<file path="config.mk">
export PLATFORM = sky130hd
export DESIGN_NAME = turn_select_ctrl
export DESIGN_NICKNAME = d
export VERILOG_FILES = /design/src/rtl/turn_select_ctrl.sv
export SDC_FILE = /design/constraint.sdc
export NUM_CORES = 1
export LEC_CHECK = 0
export ABC_AREA = 1
export CAP_MARGIN = 15
export CELL_PAD_IN_SITES_DETAIL_PLACEMENT = 0
export CELL_PAD_IN_SITES_GLOBAL_PLACEMENT = 1
export CORE_UTILIZATION = 25
export DETAILED_ROUTE_END_ITERATION = 12
export PLACE_DENSITY_LB_ADDON = 0.12
export SYNTH_ARGS = -nofsm -noshare
export SYNTH_HDL_FRONTEND = slang
export SYNTH_SLANG_ARGS = --single-unit
export TNS_END_PERCENT = 5
</file>
<file path="constraint.sdc">
create_clock -name clk -period 5.1 [get_ports clk]
set_input_delay 1.02 -clock clk [delete_from_list [all_inputs] [get_ports clk]]
set_output_delay 1.02 -clock clk [all_outputs]
set_load 0.1 [all_outputs]
</file>
<file path="src/rtl/turn_select_ctrl.sv">
// rtl/turn_select_ctrl.sv - turn/cursor controller gating the Selector and committing cell choices
// Optional idle auto-commit is built when TURN_TIMEOUT_EN is defined.
module turn_select_ctrl #(
  parameter int N_OPTIONS      = 9,
  parameter int N_PLAYERS      = 2,
  parameter int TIMEOUT_CYCLES = 500,
  localparam int CW = (N_OPTIONS > 2) ? $clog2(N_OPTIONS) : 1,
  localparam int PW = (N_PLAYERS > 2) ? $clog2(N_PLAYERS) : 1
) (
  input  logic                 clk,
  input  logic                 rst_n,
  input  logic                 start,
  input  logic                 abort,
  input  logic                 next_in,
  input  logic                 select_in,
  input  logic [N_OPTIONS-1:0] avail_mask,
  input  logic                 ack,
  output logic                 sel_enable,
  output logic [CW-1:0]        cursor,
  output logic [PW-1:0]        player,
  output logic                 choice_valid,
  output logic [CW-1:0]        choice,
  output logic [PW-1:0]        choice_player,
  output logic                 no_moves
);

  localparam logic [1:0] S_IDLE   = 2'd0;
  localparam logic [1:0] S_BROWSE = 2'd1;
  localparam logic [1:0] S_COMMIT = 2'd2;
  localparam logic [1:0] S_DONE   = 2'd3;

  logic [1:0]    state;
  logic          next_q;
  logic          select_q;
  logic          seek;
  logic          in_browse;
  logic          nxt_e;
  logic          sel_e;
  logic          take;
  logic          timeout_hit;
  logic          low_found;
  logic [CW-1:0] low_idx;
  logic [CW-1:0] nxt_idx;
  logic [CW-1:0] cand;

  // seek marks the first BROWSE cycle after ack, when the board's updated mask is sampled
  assign in_browse  = (state == S_BROWSE) && !seek;
  assign nxt_e      = next_in & ~next_q & in_browse;
  assign sel_e      = select_in & ~select_q & in_browse;
  assign take       = (sel_e | timeout_hit) & avail_mask[cursor];
  assign sel_enable = (state == S_BROWSE);
  assign no_moves   = (state == S_DONE);

  always_comb begin
    low_found = 1'b0;
    low_idx   = '0;
    for (int i = N_OPTIONS - 1; i >= 0; i--) begin
      if (avail_mask[i]) begin
        low_found = 1'b1;
        low_idx   = CW'(i);
      end
    end
  end

  // Descending scan so the nearest free cell above the cursor (with wrap) wins
  always_comb begin
    nxt_idx = cursor;
    cand    = '0;
    for (int k = N_OPTIONS - 1; k >= 1; k--) begin
      cand = CW'((int'(cursor) + k) % N_OPTIONS);
      if (avail_mask[cand]) nxt_idx = cand;
    end
  end

`ifdef TURN_TIMEOUT_EN
  localparam int TW = $clog2(TIMEOUT_CYCLES + 1);
  logic [TW-1:0] idle_cnt;

  assign timeout_hit = in_browse && !nxt_e && (idle_cnt == TW'(TIMEOUT_CYCLES - 1));

  always_ff @(posedge clk) begin
    if (!rst_n) begin
      idle_cnt <= '0;
    end else if (abort || !in_browse || nxt_e || take) begin
      idle_cnt <= '0;
    end else begin
      idle_cnt <= idle_cnt + 1'b1;
    end
  end
`else
  assign timeout_hit = 1'b0;
`endif

  always_ff @(posedge clk) begin
    if (!rst_n) begin
      state         <= S_IDLE;
      cursor        <= '0;
      player        <= '0;
      choice        <= '0;
      choice_player <= '0;
      choice_valid  <= 1'b0;
      next_q        <= 1'b0;
      select_q      <= 1'b0;
      seek          <= 1'b0;
    end else begin
      next_q   <= next_in;
      select_q <= select_in;
      if (abort) begin
        state        <= S_IDLE;
        choice_valid <= 1'b0;
        player       <= '0;
        cursor       <= '0;
        seek         <= 1'b0;
      end else begin
        case (state)
          S_IDLE, S_DONE: begin
            if (start) begin
              if (low_found) begin
                state  <= S_BROWSE;
                cursor <= low_idx;
              end else begin
                state <= S_DONE;
              end
            end
          end
          S_BROWSE: begin
            if (!low_found) begin
              state <= S_DONE;
              seek  <= 1'b0;
            end else if (seek) begin
              cursor <= low_idx;
              seek   <= 1'b0;
            end else if (take) begin
              state         <= S_COMMIT;
              choice        <= cursor;
              choice_player <= player;
              choice_valid  <= 1'b1;
            end else if (nxt_e && !sel_e) begin
              cursor <= nxt_idx;
            end
          end
          S_COMMIT: begin
            if (ack) begin
              choice_valid <= 1'b0;
              player       <= (player == PW'(N_PLAYERS - 1)) ? '0 : player + 1'b1;
              state        <= S_BROWSE;
              seek         <= 1'b1;
            end
          end
          default: state <= S_IDLE;
        endcase
      end
    end
  end

endmodule

</file>
==> run summary <==
outcome = finished, final reports clean
Chip Height = 135.0 um
most frequent cells in the layout = nand2_1 (197), inv_1 (103), nand3_1 (96)
Clock Tree Buf Depth = 2
largest net degree at the start of global routing = 35
Finished Layout Cells = 1018
endpoints failing setup = 0
number of CTS-inserted buffers = 3
drt drc = 0
Starting Density = 25.55%
Seq. cell area = 322.8 um2
synth unique cells = 45
Worst Tran Pin Value = 0.9823 ns
Tot Pwr = 0.001256 W
Worst Setup Start Kind = flop
post-CTS setup buffer count = 0
EDFF count, synth = 0
Nets = 861
commonest non-fill, non-tap cell in the layout = nand2_1
grt ovf = 0
CTS H-Tree Depth = 1
root buffer cell = clkbuf_16
worst-path fanout max = 15
vias per cell = 4.804
DR WL/cell = 15.55 um
Seq/Total Area, Yosys = 7.248%
top post-synthesis cells by area = nand2_1 (17%), ha_1 (14%), nand3_1 (11%)
initial antenna violation count = 0
P&R area growth vs syn = 15.12%
Post-synth ARST share = 0%
vias in the first global route = 4626
Hold Vio Cnt, Final = 0
post-synthesis instance area = 4419 um2
slowest CP cell = dfxtp_1
Syn Area/Cell = 5.800 um2
# port buffers = 28
Die Area = 18210 um2
Rows = 48
critical path type = flop to flop
crit end category = flop
synthesized net count = 829
#FFs+latches synth = 16
Max Slew Vio Count = 0
die width = 135.0 um
top-area cell type share of the netlist area = 16.73%
dpl hpwl = 12.82 mm
number of gates resized after CTS = 0
CP peak stage delay = 0.62 ns
max-capacitance violation count = 0
TritonCTS clock tree = built
main flop type after synthesis = dfxtp_1
layout cell share with drive strength beyond 1 = 11.73%
LEAKAGE = 2.500 nW
Worst path most repeated cell = nand2_1
first-pass GRT wire length = 25.34 mm
RSZ-0062 raised after global routing = no
antenna diode count = 0
CP Data Arrival Time = 4.78 ns
Initial DRC Count = 200
Clock Latency Late Sink = 0.25 ns
Fmax = 0.2154 GHz
final wirelength = 15.83 mm
clk_skew = 0.001826 ns
vias after detailed routing = 4890
fillers = 1966
antenna-violating nets left = 0
Worst-path clk slew = 0.06 ns
pwr dens = 247.0 nW/um2
number of instances in the placed design = 1014
CTS Hold Bufs = 0
gp weighted congestion = 0.9024
Core ar. = 17300 um2
Sink Count = 16
worst vdd ir = 0.0001455 V
final period utilization = 91.04%
CP required = 5.24 ns
min Tclk post-route = 4.643 ns
Rel. slew slack = 34.31%
multi-input logic area = 3588 um2
All-Layer GR Usage = 17.80%
DRT Pass-1 Iters = 4
Post-Syn Instances = 762
largest area contributor in the netlist = nand2_1
Hold Crit Class = flop to flop
Total Neg Setup Slack = 0 ns
num ports = 29
Worst Path Buf+Inv = 3
Top delay family on crit path = simple AND/OR/NAND/NOR gates
Syn. warnings = 0
[worst register-to-register path, delay by kind of cell (launching register included)]
family                     cells  cell delay, ns
AOI/OAI and AO/OA              2            0.50
adders and majority gates      3            0.86
buffers and inverters          3            0.41
and+or+nand+nor               19            1.85
DFF                            1            0.62
xor gates and xnor gates       1            0.31
[power by group]
group          internal, W  total [W]  leakage (nW)  switching [W]
sequential        0.000131   0.000137         0.131     0.00000626
combinational     0.000301   0.000944          2.32       0.000643
clock             0.000119   0.000175        0.0442      0.0000560
total             0.000551    0.00126          2.50       0.000705
[logic make-up after synthesis]
| logic type | after synthesis | synth area share (%) |
|---|---|---|
| XOR/XNOR | 30 | 6.710 |
| AND/OR/NAND/NOR | 417 | 44.28 |
| adder cells (fa/ha/maj) | 51 | 14.44 |
| buffers and inverters | 131 | 11.55 |
| flip-flops | 16 | 7.248 |
| AO/OA/AOI/OAI | 117 | 15.77 |
[registers in the layout, summed over array words and instances, names as in the netlist]
signal	count
select_q	1
cursor	4
choice_player	1
player	1
next_q	1
choice	4
choice_valid	1
seek	1
state	2
[final timing paths]
check,slack [ns],from,cells after the start,to
hold / removal,0.45,choice_valid$_SDFFE_PP0P_,2,choice_valid$_SDFFE_PP0P_
setup reg to reg,0.46,cursor[2]$_SDFFE_PP0P_,28,cursor[3]$_SDFFE_PP0P_
hold reg to reg,0.45,choice_valid$_SDFFE_PP0P_,2,choice_valid$_SDFFE_PP0P_
setup / recovery,0.46,cursor[2]$_SDFFE_PP0P_,28,cursor[3]$_SDFFE_PP0P_
[through the flow]
| stage | hold WS [ns] | utilization, % | worst slack, ns | instance area [um2] |
|---|---|---|---|---|
| global placement | 0.4408 | 28.90 | 0.4061 | 4999 |
| detailed placement | 0.4442 | 28.90 | 0.4919 | 4999 |
| global route | 0.4711 | 29.41 | 0.008078 | 5087 |
| floorplan | 0.4688 | - | 0.2505 | 4422 |
| CTS | 0.4522 | 29.41 | 0.4742 | 5087 |
| finish | 0.4473 | 29.41 | 0.4572 | 5087 |
[area by class of cell]
cell class / count / area share [%]
multi-input combinational: 615 / 70.54
inverter: 120 / 8.854
timing repair buffer: 38 / 6.985
sequential: 16 / 6.345
tap: 225 / 5.534
clock buffer: 4 / 1.746
[per-layer routing]
metal	GRT usage, %	up-vias	part of all wire, %
li1	-	2544	-
met1	24.98	2251	51
met2	29.95	85	45
met3	1.539	10	3.3
met4	2.559	0	1.0
met5	0	-	0
[Yosys cell counts, drive strengths merged (3+ instances only)]
library cell,number
nand2,227
inv,116
nand3,99
ha,51
nor2,51
o21ai,50
a21oi,45
xor2,25
dfxtp,16
nor3,14
nand4,12
nand3b,8
o31ai,7
clkbuf,6
o211ai,6
buf,5
xnor2,5
clkinv,4
nor4,3
No activity file was read; power rests on OpenSTA's default activity.
